$ cat config.mk
export PLATFORM = sky130hd
export DESIGN_NAME = jtag_dmi_arbiter
export DESIGN_NICKNAME = d
export VERILOG_FILES = /design/src/rtl/jtag_dmi_arbiter.sv
export SDC_FILE = /design/constraint.sdc
export NUM_CORES = 1
export LEC_CHECK = 0
export ABC_AREA = 1
export BUFFER_PORTS_ARGS = -buffer_cell sky130_fd_sc_hd__buf_2
export CAP_MARGIN = 20
export CORE_MARGIN = 2
export CORE_UTILIZATION = 45
export DETAILED_ROUTE_END_ITERATION = 7
export GPL_TIMING_DRIVEN = 0
export HOLD_SLACK_MARGIN = 0.03
export PLACE_DENSITY = 0.76
export SLEW_MARGIN = 10
export SYNTH_ARGS = -nofsm -noshare
export SYNTH_HDL_FRONTEND = slang
export SYNTH_SLANG_ARGS = --single-unit
export TNS_END_PERCENT = 50
$ cat constraint.sdc
create_clock -name clk -period 1.6 [get_ports clk]
set_input_delay 0.08 -clock clk [delete_from_list [all_inputs] [get_ports clk]]
set_output_delay 0.08 -clock clk [all_outputs]
set_load 0.005 [all_outputs]
$ cat src/rtl/jtag_dmi_arbiter.sv
// ============================================================================
// Module   : jtag_dmi_arbiter
// Brief    : Round-robin arbiter sharing one DMI port between the JTAG DTM and
//            a system debug host. Optional DM response timeout when the macro
//            JTAG_DMI_ARB_TIMEOUT_EN is defined.
// Revision : 1.0 - initial release
// ============================================================================
`default_nettype none

package jtag_dmi_pkg;
   localparam int DMI_ADDR_WIDTH = 7;
   localparam int DMI_DATA_WIDTH = 32;

   typedef enum logic [1:0] {
      DMI_NOP   = 2'd0,
      DMI_READ  = 2'd1,
      DMI_WRITE = 2'd2
   } dmi_op_e;

   typedef enum logic [1:0] {
      DMI_RESP_OK     = 2'd0,
      DMI_RESP_RSVD   = 2'd1,
      DMI_RESP_FAILED = 2'd2,
      DMI_RESP_BUSY   = 2'd3
   } dmi_resp_e;
endpackage

module jtag_dmi_arbiter
   import jtag_dmi_pkg::*;
#(
   parameter int TIMEOUT_CYCLES = 1024
) (
   input  logic                                clk,
   input  logic                                rst_n,
   input  logic [1:0]                          rq_valid,
   output logic [1:0]                          rq_ready,
   input  logic [1:0][DMI_ADDR_WIDTH-1:0]      rq_addr,
   input  logic [1:0][DMI_DATA_WIDTH-1:0]      rq_wdata,
   input  logic [1:0][1:0]                     rq_op,
   output logic [1:0]                          rs_valid,
   input  logic [1:0]                          rs_ready,
   output logic [DMI_DATA_WIDTH-1:0]           rs_rdata,
   output logic [1:0]                          rs_resp,
   output logic [DMI_ADDR_WIDTH-1:0]           dmi_addr,
   output logic [DMI_DATA_WIDTH-1:0]           dmi_wdata,
   output logic [1:0]                          dmi_op,
   output logic                                dmi_req_valid,
   input  logic                                dmi_req_ready,
   input  logic                                dmi_rsp_valid,
   input  logic [DMI_DATA_WIDTH-1:0]           dmi_rdata,
   input  logic [1:0]                          dmi_resp,
   output logic                                grant_id,
   output logic                                busy
);

   typedef enum logic [1:0] {
      S_IDLE  = 2'd0,
      S_ISSUE = 2'd1,
      S_WAIT  = 2'd2,
      S_RESP  = 2'd3
   } state_e;

   state_e                    r_state;
   logic [1:0]                r_rq_ready;
   logic [1:0]                r_rs_valid;
   logic                      r_dmi_req_valid;
   logic                      r_grant;
   logic                      r_last;
   logic [DMI_ADDR_WIDTH-1:0] r_addr;
   logic [DMI_DATA_WIDTH-1:0] r_wdata;
   logic [1:0]                r_op;
   logic [DMI_DATA_WIDTH-1:0] r_rdata;
   logic [1:0]                r_resp;

   logic                      w_gnt_any;
   logic                      w_gnt_id;
   logic                      w_timeout;

   // Tie goes to whoever was not served last; a lone request always wins.
   always_comb begin
      w_gnt_any = |rq_valid;
      if (rq_valid == 2'b11)
         w_gnt_id = ~r_last;
      else
         w_gnt_id = rq_valid[1];
   end

`ifdef JTAG_DMI_ARB_TIMEOUT_EN
   localparam int c_cnt_w = $clog2(TIMEOUT_CYCLES + 1);

   logic [c_cnt_w-1:0] r_tmo_cnt;

   // Fires on the TIMEOUT_CYCLES-th cycle spent in ISSUE/WAIT.
   assign w_timeout = (r_state == S_ISSUE || r_state == S_WAIT) &&
                      (r_tmo_cnt >= c_cnt_w'(TIMEOUT_CYCLES - 1));

   always_ff @(posedge clk or negedge rst_n) begin
      if (!rst_n) begin
         r_tmo_cnt <= '0;
      end else if (r_state == S_IDLE && w_gnt_any) begin
         r_tmo_cnt <= '0;
      end else if ((r_state == S_ISSUE || r_state == S_WAIT) && !w_timeout) begin
         r_tmo_cnt <= r_tmo_cnt + 1'b1;
      end
   end
`else
   logic w_unused_timeout;

   assign w_timeout        = 1'b0;
   assign w_unused_timeout = ^TIMEOUT_CYCLES;
`endif

   always_ff @(posedge clk or negedge rst_n) begin
      if (!rst_n) begin
         r_state         <= S_IDLE;
         r_rq_ready      <= 2'b00;
         r_rs_valid      <= 2'b00;
         r_dmi_req_valid <= 1'b0;
         r_grant         <= 1'b0;
         r_last          <= 1'b1;
         r_addr          <= '0;
         r_wdata         <= '0;
         r_op            <= 2'b00;
         r_rdata         <= '0;
         r_resp          <= 2'b00;
      end else begin
         r_rq_ready <= 2'b00;
         case (r_state)
            S_IDLE: begin
               if (w_gnt_any) begin
                  r_rq_ready      <= w_gnt_id ? 2'b10 : 2'b01;
                  r_grant         <= w_gnt_id;
                  r_addr          <= rq_addr[w_gnt_id];
                  r_wdata         <= rq_wdata[w_gnt_id];
                  r_op            <= rq_op[w_gnt_id];
                  r_dmi_req_valid <= 1'b1;
                  r_state         <= S_ISSUE;
               end
            end
            S_ISSUE: begin
               if (dmi_req_ready) begin
                  r_dmi_req_valid <= 1'b0;
                  r_state         <= S_WAIT;
               end else if (w_timeout) begin
                  r_dmi_req_valid <= 1'b0;
                  r_rdata         <= '0;
                  r_resp          <= DMI_RESP_FAILED;
                  r_rs_valid      <= r_grant ? 2'b10 : 2'b01;
                  r_state         <= S_RESP;
               end
            end
            S_WAIT: begin
               if (dmi_rsp_valid) begin
                  r_rdata    <= dmi_rdata;
                  r_resp     <= dmi_resp;
                  r_rs_valid <= r_grant ? 2'b10 : 2'b01;
                  r_state    <= S_RESP;
               end else if (w_timeout) begin
                  r_rdata    <= '0;
                  r_resp     <= DMI_RESP_FAILED;
                  r_rs_valid <= r_grant ? 2'b10 : 2'b01;
                  r_state    <= S_RESP;
               end
            end
            S_RESP: begin
               // Return to IDLE without re-arbitrating; the next grant is a cycle later.
               if (rs_ready[r_grant]) begin
                  r_rs_valid <= 2'b00;
                  r_last     <= r_grant;
                  r_state    <= S_IDLE;
               end
            end
            default: begin
               r_state <= S_IDLE;
            end
         endcase
      end
   end

   assign rq_ready      = r_rq_ready;
   assign rs_valid      = r_rs_valid;
   assign rs_rdata      = r_rdata;
   assign rs_resp       = r_resp;
   assign dmi_addr      = r_addr;
   assign dmi_wdata     = r_wdata;
   assign dmi_op        = r_op;
   assign dmi_req_valid = r_dmi_req_valid;
   assign grant_id      = r_grant;
   assign busy          = (r_state != S_IDLE);

endmodule

`default_nettype wire

==> results.sh, run 1 <==
export IMPL_initial_utilization_pct=46.7
export IMPL_reg2reg_setup_slack_ns=0.12
export IMPL_power_per_cell_area_nw_per_um2=1630
export IMPL_worstHoldPathCells=5
export IMPL_cp_endpoint="dmi_op[0]"
export IMPL_end_kind="register"
export IMPL_wl_per_cell_um=15.4
export IMPL_die_width_um=96.8
export IMPL_synth_warnings=0
export IMPL_grt_pass1_wl_um=20400
export IMPL_ir_worst_vdd_v=0.000833
export IMPL_avgSynthCellArea_um2=9.98
export IMPL_drtIter0Drc=97
export IMPL_rr_worst_depth=7
export IMPL_min_period_ns=1.48
export IMPL_clock_latency_ns=0.35
export IMPL_routed_wl_um=12400
export IMPL_final_cell_mix="buf_2, nand2_1, dlygate4sd3_1, dfrtp_1, inv_1"
export IMPL_timing_rr_end="dmi_op[0]"
export IMPL_synth_yosys_seq_area_share_pct=54.3
export IMPL_gp_congestion=0.805
export IMPL_finalSetupTns_ns=0
export IMPL_p_switching_mw=3.60
export IMPL_ys_types=20
export IMPL_worstHoldPathType="in2reg"
export IMPL_fin_skew_ns=0.0125
export IMPL_fmax_mhz=677
export IMPL_rows=33
export IMPL_yosysTopAreaCell="dfrtp_1"
export IMPL_io_pins=206
export IMPL_cts_sinks=84
export IMPL_syn_area_um2=3870
export IMPL_synth_seq_cells=84
export IMPL_fillers=564
export IMPL_design_core_area_um2=8300
export IMPL_pre_cts_ws_ns=-0.0592
export IMPL_antenna_found_initial=0
export IMPL_drv_slew=0
export IMPL_n_antenna_cell=0
export IMPL_outcome="complete, no violations"
export IMPL_power_frac_seq_pct=38.1
export IMPL_setup_violations=0
export IMPL_area_growth_pct=59.6
export IMPL_cts_buffer_depth=2
export IMPL_drc=0
export IMPL_viasPerCell=4.82
export IMPL_grt_total_usage_pct=27.1
export IMPL_mostFrequentLayoutCell="buf_2"
export IMPL_critical_path_arrival_ns=1.76
export IMPL_numCtsBuffers=9
export IMPL_fin_util_pct=74.5
export IMPL_fin_nets=823
export IMPL_cts_root_buf="clkbuf_8"
export IMPL_synth_top_area_share_pct=53.6
export IMPL_grt_max_degree=44
export IMPL_drtPass1Iterations=6
export IMPL_dpl_hpwl_um=7540
export IMPL_die_area_um2=9360
export IMPL_htree_levels=3
export IMPL_die_h_um=96.8
export IMPL_fin_crit_sh_pct=92.4
export IMPL_worstPathMaxFanout=10
export IMPL_vias=3875
export IMPL_combPwrFrac_pct=45.5
export IMPL_worst_pin_slew_ns=0.580
export IMPL_holdWs_ns=0.0587
export IMPL_synth_area_leaders="dfrtp_1, nand2_1, mux2_4, o211ai_1, inv_1"
export IMPL_cts_tree="yes"
export IMPL_slew_headroom_pct=61.4
export IMPL_numPortBuffers=205
export IMPL_grt_setup_unrepaired="no"
export IMPL_cp_required_ns=1.88
export IMPL_crit_reg2reg_launch="r_state[1]"
export IMPL_fin_ws_ns=0.122
export IMPL_drive_gt1_share_pct=41.3
export IMPL_synthCells=388
export IMPL_clkSlewWorstSetupHoldPaths_ns=0.09
export IMPL_p_int_mw=6.47
export IMPL_drv_cap=0
export IMPL_drtAntennaViolNets=0
export IMPL_cp_start_kind="register"
export IMPL_synth_nets=517
export IMPL_hold_violations=0
export IMPL_grt_overflow=0
export IMPL_p_leak_nw=3.48
export IMPL_p_total_mw=10.1
export IMPL_grt_pass1_vias=4085
export IMPL_swShare_pct=35.8
export IMPL_path_class="reg2reg"
export IMPL_critPathLaunch="r_state[1]"
export IMPL_pwr_share_clk_pct=16.4
==> flip-flops by register name, indices dropped and copies added, names as in the netlist <==
signal and count:
dmi_wdata 32, rs_rdata 32, dmi_addr 7, dmi_op 2, r_state 2, rq_ready 2
rs_resp 2, rs_valid 2, dmi_req_valid 1, grant_id 1, r_last 1
==> power groups by stage <==
stage | clock [mW] | sequential (mW) | combinational, mW
CTS | 1.70 | 3.75 | 4.48
global placement | 0 | 3.75 | 4.16
finish | 1.66 | 3.83 | 4.58
floorplan | 0 | 3.88 | 2.34
detailed placement | 0 | 3.78 | 4.26
global route | 1.79 | 3.95 | 5.06
==> cells by family after synthesis <==
kind of cell	share of synthesized area [%]
buffers and inverters	7.40
AND/OR/NAND/NOR	16.8
multiplexers	12.8
flip-flops	54.3
adder cells (fa/ha/maj)	1.62
AO/OA/AOI/OAI	7.08
==> final cells by class <==
| cell class | count | area [um2] | share of cell area [%] |
|---|---|---|---|
| flip-flops and latches | 84 | 2100 | 34.0 |
| repair buffers | 295 | 1930 | 31.3 |
| multi-input cells | 242 | 1510 | 24.4 |
| inverters | 44 | 168 | 2.71 |
| well taps | 105 | 131 | 2.13 |
| clock buffers | 10 | 128 | 2.06 |
| plain buffers | 18 | 125 | 2.02 |
| clock inverters | 6 | 87.6 | 1.42 |
==> worst max-delay path, stage by stage (launching register included) <==
cell     delay, ns
dfrtp_2       0.45
inv_1         0.11
ha_2          0.23
inv_1         0.10
nor2_2        0.19
buf_6         0.17
nand2_1       0.08
nand3_1       0.09
==> routing by layer <==
layer / share of wire, % / track usage (%) / routed length, um / vias to the layer above
li1: - / - / - / 1855
met1: 40 / 32.2 / 5020 / 1804
met2: 50 / 47.4 / 6200 / 174
met3: 5.6 / 5.35 / 690 / 42
met4: 4.0 / 12.1 / 498 / 0
met5: 0 / 0 / 0 / -
==> Yosys cell counts (all sizes together) <==
cell type,number
inv,44
or2,1
o22ai,1
dfstp,1
o211ai,31
o21ai,4
ha,5
dfrtp,83
o21bai,2
nand3,15
nand2,144
mux2,34
buf,18
nor2,5
==> how the worst min path moves through the flow <==
stage / start / end / slack, ns
floorplan: rst_n / dmi_addr[0] / -0.22
CTS: rq_wdata[30] / dmi_wdata[30] / 0.04
detailed placement: rst_n / rs_rdata[0] / 0.12
finish: rq_addr[2] / dmi_addr[2] / 0.06
global route: rq_wdata[14] / dmi_wdata[14] / 0.07
global placement: rq_wdata[3] / dmi_wdata[3] / 0.29
==> repair_timing <==
item / in CTS / in global routing
setup endpoints to repair: 30 / 67
pin swaps: 1 / 0
hold buffers: 86 / 0
setup buffers: 3 / 0
gates resized for setup: 1 / 9
hold endpoints to repair: 116 / 0
==> metrics by stage <==
step / cell area (um2) / std cells
after global routing: 6180 / 804
after CTS: 6160 / 804
after detailed placement: 5050 / 699
after global placement: 5030 / 698
after floorplan: 3870 / 388
final: 6180 / 804
Note: power is estimated with default switching activity, not from simulation.
==> run 2: changes to the inputs <==
- CAP_MARGIN: 20 -> default
- CTS_BUF_LIST: default -> sky130_fd_sc_hd__clkbuf_4 sky130_fd_sc_hd__clkbuf_8 sky130_fd_sc_hd__clkbuf_16
- SETUP_SLACK_MARGIN: default -> 0.15
==> run 2 against run 1 <==
  * Critical path depth shrank 2
  * Sequential power is essentially flat
  * Hold slack lost 0.0019 ns
  * First-iteration DRC count grew 11%
  * Largest cell class is now buffers
  * Highest routed layer unchanged
==> results.sh, run 2 (synthesis results as in run 1) <==
export IMPL_outcome="complete, no violations"
export IMPL_path_class="reg2out"
export IMPL_min_period_ns=1.46
export IMPL_worst_pin_slew_ns=0.583
export IMPL_mostFrequentLayoutCell="buf_2"
export IMPL_design_core_area_um2=8300
export IMPL_grt_total_usage_pct=27.5
export IMPL_cts_root_buf="clkbuf_8"
export IMPL_hold_violations=0
export IMPL_drv_cap=0
export IMPL_dp_cells=699
export IMPL_wl_per_cell_um=16.0
export IMPL_fmax_mhz=687
export IMPL_pre_cts_ws_ns=-0.0592
export IMPL_combPwrFrac_pct=47.3
export IMPL_drive_gt1_share_pct=42.8
export IMPL_swShare_pct=36.1
export IMPL_grt_setup_unrepaired="yes"
export IMPL_reg2reg_setup_slack_ns=0.16
export IMPL_grt_pass1_wl_um=20700
export IMPL_p_switching_mw=3.80
export IMPL_pwr_share_clk_pct=16.1
export IMPL_stdcell_count=809
export IMPL_grt_pass1_vias=4146
export IMPL_setup_violations=0
export IMPL_drtAntennaViolNets=0
export IMPL_n_antenna_cell=0
export IMPL_finalSetupTns_ns=0
export IMPL_final_cell_mix="buf_2, nand2_1, dlygate4sd3_1, dfrtp_1, inv_1"
export IMPL_fin_nets=828
export IMPL_drv_slew=0
export IMPL_fin_ws_ns=0.144
export IMPL_grt_max_degree=44
export IMPL_drtPass1Iterations=4
export IMPL_gp_congestion=0.805
export IMPL_p_total_mw=10.5
export IMPL_routed_wl_um=13000
export IMPL_critPathLaunch="r_state[0]"
export IMPL_clkSlewWorstSetupHoldPaths_ns=0.09
export IMPL_power_per_cell_area_nw_per_um2=1660
export IMPL_cts_buffer_depth=2
export IMPL_area_growth_pct=63.5
export IMPL_drc=0
export IMPL_end_kind="primary output"
export IMPL_antenna_found_initial=0
export IMPL_dpl_hpwl_um=7540
export IMPL_drtIter0Drc=108
export IMPL_slew_headroom_pct=61.1
export IMPL_numCtsBuffers=9
export IMPL_clock_latency_ns=0.35
export IMPL_p_leak_nw=3.53
export IMPL_numPortBuffers=205
export IMPL_p_int_mw=6.71
export IMPL_htree_levels=3
export IMPL_initial_utilization_pct=46.7
export IMPL_critical_path_arrival_ns=1.38
export IMPL_rr_worst_depth=5
export IMPL_io_pins=206
export IMPL_cp_start_kind="register"
export IMPL_die_width_um=96.8
export IMPL_worstPathMaxFanout=4
export IMPL_holdWs_ns=0.0568
export IMPL_worstHoldPathType="in2reg"
export IMPL_cp_endpoint="busy"
export IMPL_vias=3940
export IMPL_rows=33
export IMPL_ir_worst_vdd_v=0.000872
export IMPL_die_h_um=96.8
export IMPL_grt_overflow=0
export IMPL_fin_skew_ns=0.0122
export IMPL_power_frac_seq_pct=36.6
export IMPL_cp_required_ns=1.52
export IMPL_viasPerCell=4.87
export IMPL_crit_reg2reg_launch="r_state[0]"
export IMPL_timing_rr_end="rs_rdata[2]"
export IMPL_die_area_um2=9360
export IMPL_cts_tree="yes"
export IMPL_cts_sinks=84
export IMPL_fin_crit_sh_pct=91.0
run 2: cell types whose count changed in the layout (fill, tap and decap cells not counted), sizes merged:
cell	delta
buf	+3
clkbuf	+2
run 2: power groups by stage:
| stage | Sequential, mW | Clock (mW) | Combinational [mW] |
|---|---|---|---|
| 6_report | 3.84 | 1.69 | 4.97 |
| 5_1_grt | 3.96 | 1.82 | 5.44 |
| 4_1_cts | 3.75 | 1.71 | 4.54 |
| 3_5_place_dp | 3.78 | 0 | 4.26 |
| 3_3_place_gp | 3.75 | 0 | 4.16 |
| 2_1_floorplan | 3.88 | 0 | 2.34 |
run 2: layout make-up:
class | count | area (um2)
fillers | 551 | 1970
clock inverters | 6 | 87.6
repair buffers | 300 | 1990
multi-input cells | 242 | 1570
plain buffers | 18 | 156
well taps | 105 | 131
clock buffers | 10 | 131
inverters | 44 | 168
flip-flops and latches | 84 | 2100
run 2: critical path: stages, from the launching register on:
cell,delay [ns]
dfrtp_1,0.41
inv_2,0.12
buf_12,0.11
ha_4,0.19
inv_2,0.08
buf_2,0.13
run 2: layer usage:
| layer | routed length (um) | global-route usage [%] | vias up |
|---|---|---|---|
| met5 | 0 | 0 | - |
| met4 | 524 | 13.2 | 0 |
| met3 | 651 | 4.70 | 45 |
| met2 | 6640 | 48.1 | 169 |
| met1 | 5150 | 32.8 | 1865 |
| li1 | - | - | 1861 |
run 2: repair_timing:
action,in CTS,in global routing
gates resized for setup,7,28
hold buffers,86,0
pin swaps,1,5
cloned,0,1
hold endpoints to repair,116,0
buffers inserted,4,3
endpoints found under the setup margin,76,78
run 2: worst min path at each step:
stage | start | to | depth (start not counted)
after floorplan | rst_n | dmi_addr[0] | 0
after global placement | rq_wdata[3] | dmi_wdata[3] | 3
after detailed placement | rst_n | rs_rdata[0] | 1
after CTS | rq_wdata[30] | dmi_wdata[30] | 5
after global routing | rq_wdata[14] | dmi_wdata[14] | 5
final | rq_addr[2] | dmi_addr[2] | 5
run 2: through the flow:
stage	area, um2	utilization, %
global placement	5030	60.6
global route	6330	76.3
CTS	6190	74.6
floorplan	3870	-
finish	6330	76.3
detailed placement	5050	60.9
==> run 3: changes to the inputs <==
- ABC_AREA: 1 -> 0
- CORE_UTILIZATION: 45 -> 44
==> run 3 against run 2 <==
  * The run now ends with setup timing left
  * Clock skew is 0.0030 ns higher
  * Flip-flop and latch count unchanged
  * First-iteration DRC count up 19%
  * Sequential share of layout area barely moved
  * Synthesized cell count down 26%
  * Clock power shrank 16%
  * Cell count decreased by 9.6%
  * Fmax decreased by 11%
  * Hold slack got worse by 0.051 ns
  * Combinational power is 4% lower
  * Largest cell class unchanged
==> results.sh, run 3 <==
export IMPL_worstHoldPathType="in2reg"
export IMPL_grt_setup_unrepaired="yes"
export IMPL_die_area_um2=8790
export IMPL_clock_latency_ns=0.36
export IMPL_avgSynthCellArea_um2=12.4
export IMPL_drtAntennaViolNets=0
export IMPL_fin_nets=751
export IMPL_gp_congestion=0.743
export IMPL_synth_edf_count=0
export IMPL_drive_gt1_share_pct=50.4
export IMPL_ys_async_sr_fraction_pct=100
export IMPL_outcome="complete, but fails checks"
export IMPL_setup_violations=8
export IMPL_synthCells=286
export IMPL_pre_cts_ws_ns=-0.111
export IMPL_drc=0
export IMPL_cp_required_ns=1.85
export IMPL_grt_total_usage_pct=28.0
export IMPL_ys_flop_type="dfrtp_1"
export IMPL_grt_pass1_wl_um=18900
export IMPL_timing_rr_end="rs_valid[0]"
export IMPL_p_leak_nw=3.27
export IMPL_drtPass1Iterations=5
export IMPL_vias=3701
export IMPL_slew_headroom_pct=64.5
export IMPL_cp_slowest_cell="dfrtp_1"
export IMPL_htree_levels=3
export IMPL_hold_violations=0
export IMPL_cts_buffer_depth=2
export IMPL_synthTopCellsByCount="dfrtp_1, nand2_1, mux2_2"
export IMPL_synth_yosys_seq_area_share_pct=59.4
export IMPL_ys_types=25
export IMPL_finalSetupTns_ns=-0.139
export IMPL_crit_reg2reg_launch="r_state[1]"
export IMPL_wl_per_cell_um=17.3
export IMPL_worstHoldPathCells=3
export IMPL_hold_end="dmi_addr[0]"
export IMPL_p_total_mw=9.96
export IMPL_drtIter0Drc=128
export IMPL_fin_crit_sh_pct=102
export IMPL_numCtsBuffers=9
export IMPL_die_h_um=93.7
export IMPL_cts_sinks=84
export IMPL_worst_pin_slew_ns=0.533
export IMPL_slowest_delay_ns=0.39
export IMPL_final_area_um2=6320
export IMPL_yosysMostFrequentCell="dfrtp_1"
export IMPL_grt_max_degree=46
export IMPL_cts_tree="yes"
export IMPL_critical_path_arrival_ns=1.88
export IMPL_dpl_hpwl_um=7220
export IMPL_synth_area_leaders="dfrtp_1, mux2_2, mux2i_1, o21ai_0, nand2_1"
export IMPL_io_pins=206
export IMPL_final_cell_mix="buf_2, dlygate4sd3_1, dfrtp_1, nand2_1, mux2_2"
export IMPL_cts_root_buf="clkbuf_8"
export IMPL_fmax_mhz=612
export IMPL_area_growth_pct=78.3
export IMPL_drv_cap=0
export IMPL_synth_top_area_share_pct=58.6
export IMPL_rr_worst_depth=6
export IMPL_worstPathMaxFanout=5
export IMPL_ir_worst_vdd_v=0.00105
export IMPL_path_class="reg2reg"
export IMPL_drv_slew=0
export IMPL_viasPerCell=5.06
export IMPL_fin_skew_ns=0.0151
export IMPL_design_core_area_um2=7770
export IMPL_grt_pass1_vias=3862
export IMPL_synth_nets=415
export IMPL_synth_seq_cells=84
export IMPL_yosysTopAreaCell="dfrtp_1"
export IMPL_mostFrequentLayoutCell="buf_2"
export IMPL_min_period_ns=1.63
export IMPL_fin_ws_ns=-0.0335
export IMPL_placed_area_um2=4760
export IMPL_routed_wl_um=12600
export IMPL_grt_overflow=0
export IMPL_initial_utilization_pct=45.6
export IMPL_critical_path_cell_chain="buf_4, ha_2, nand2b_1, o21ai_0, a21oi_1, mux2_2"
export IMPL_rows=32
export IMPL_end_kind="register"
export IMPL_syn_area_um2=3540
export IMPL_clkSlewWorstSetupHoldPaths_ns=0.10
export IMPL_worstHoldStart="rq_addr[0]"
export IMPL_fin_util_pct=81.3
export IMPL_numPortBuffers=205
export IMPL_cp_start_kind="register"
export IMPL_violations="setup timing"
export IMPL_reg2reg_setup_slack_ns=-0.03
export IMPL_synth_warnings=0
export IMPL_die_width_um=93.7
export IMPL_power_per_cell_area_nw_per_um2=1580
export IMPL_antenna_found_initial=1
run 3: cell types whose count changed in the layout (fill, tap and decap cells not counted), sizes merged, moves of 9 or more:
cell         delta
buf            +11
nand3          -14
o21ai          +31
inv            -29
dlygate4sd3     +9
a222oi         +10
o211ai         -31
nand2         -107
mux2i          +32
run 3: kinds of logic (layout without fill, tap and decap cells):
kind of cell               count (synthesis)  count (layout)  share of synthesized area, %
AOI/OAI and AO/OA                         53              53                          9.50
adders and majority gates                  5               5                          1.77
buffers and inverters                     31             372                          3.81
DFF                                       84              84                          59.4
muxes                                     68              68                          20.5
other                                      0               2                             0
and+or+nand+nor                           45              45                          5.08
run 3: per-stage QoR:
stage | hold slack (ns) | cells
2_1_floorplan | -0.216 | 286
3_3_place_gp | 0.287 | 593
3_5_place_dp | 0.0908 | 594
4_1_cts | 0.0305 | 714
5_1_grt | 0.0358 | 730
6_report | 0.00592 | 731
run 3: what timing repair did:
action | CTS | global route
endpoints found under the setup margin | 73 | 73
hold endpoints to repair | 102 | 4
pin swaps | 4 | 10
hold buffers | 89 | 6
gates cloned | 3 | 2
gates resized for setup | 28 | 42
setup buffers | 13 | 7
run 3: worst max-delay path by stage:
stage	from	slack, ns	to	depth (start not counted)
detailed placement	r_state[1]	-0.11	dmi_wdata[5]	8
global route	r_state[1]	-0.14	rs_valid[0]	6
global placement	rst_n	-0.18	dmi_wdata[14]	1
finish	r_state[1]	-0.03	rs_valid[0]	6
CTS	r_state[0]	0.03	dmi_wdata[5]	7
floorplan	r_state[1]	0.11	r_state[1]	6
run 3: area by class of cell:
class / instances / area, um2
tap: 102 / 128
sequential: 84 / 2100
inverter: 15 / 56.3
antenna: 2 / 5.00
clock buffer: 9 / 124
buffer: 15 / 156
clock inverter: 7 / 62.6
timing repair buffer: 326 / 2290
multi-input combinational: 171 / 1400
fill: 476 / 1450
run 3: metal layers:
layer,track usage [%],vias to the layer above,part of all wire [%]
li1,-,1685,-
met5,0,-,0
met2,52.0,174,55
met4,12.9,0,4.0
met3,6.26,40,6.3
met1,30.1,1802,35
run 3: critical path, delay by kind of cell, from the launching register on:
| family | cells | cell delay (ns) |
|---|---|---|
| fa+ha+maj | 1 | 0.21 |
| buf+inv | 1 | 0.15 |
| mux | 1 | 0.37 |
| compound gates | 2 | 0.31 |
| flops | 1 | 0.39 |
| simple gates | 1 | 0.11 |
run 3: power by group:
| group | leakage, nW | internal (mW) | total, mW | switching [mW] |
|---|---|---|---|---|
| Combinational | 2.16 | 2.64 | 4.79 | 2.15 |
| Clock | 0.0886 | 0.585 | 1.42 | 0.840 |
| Sequential | 1.02 | 3.18 | 3.74 | 0.567 |
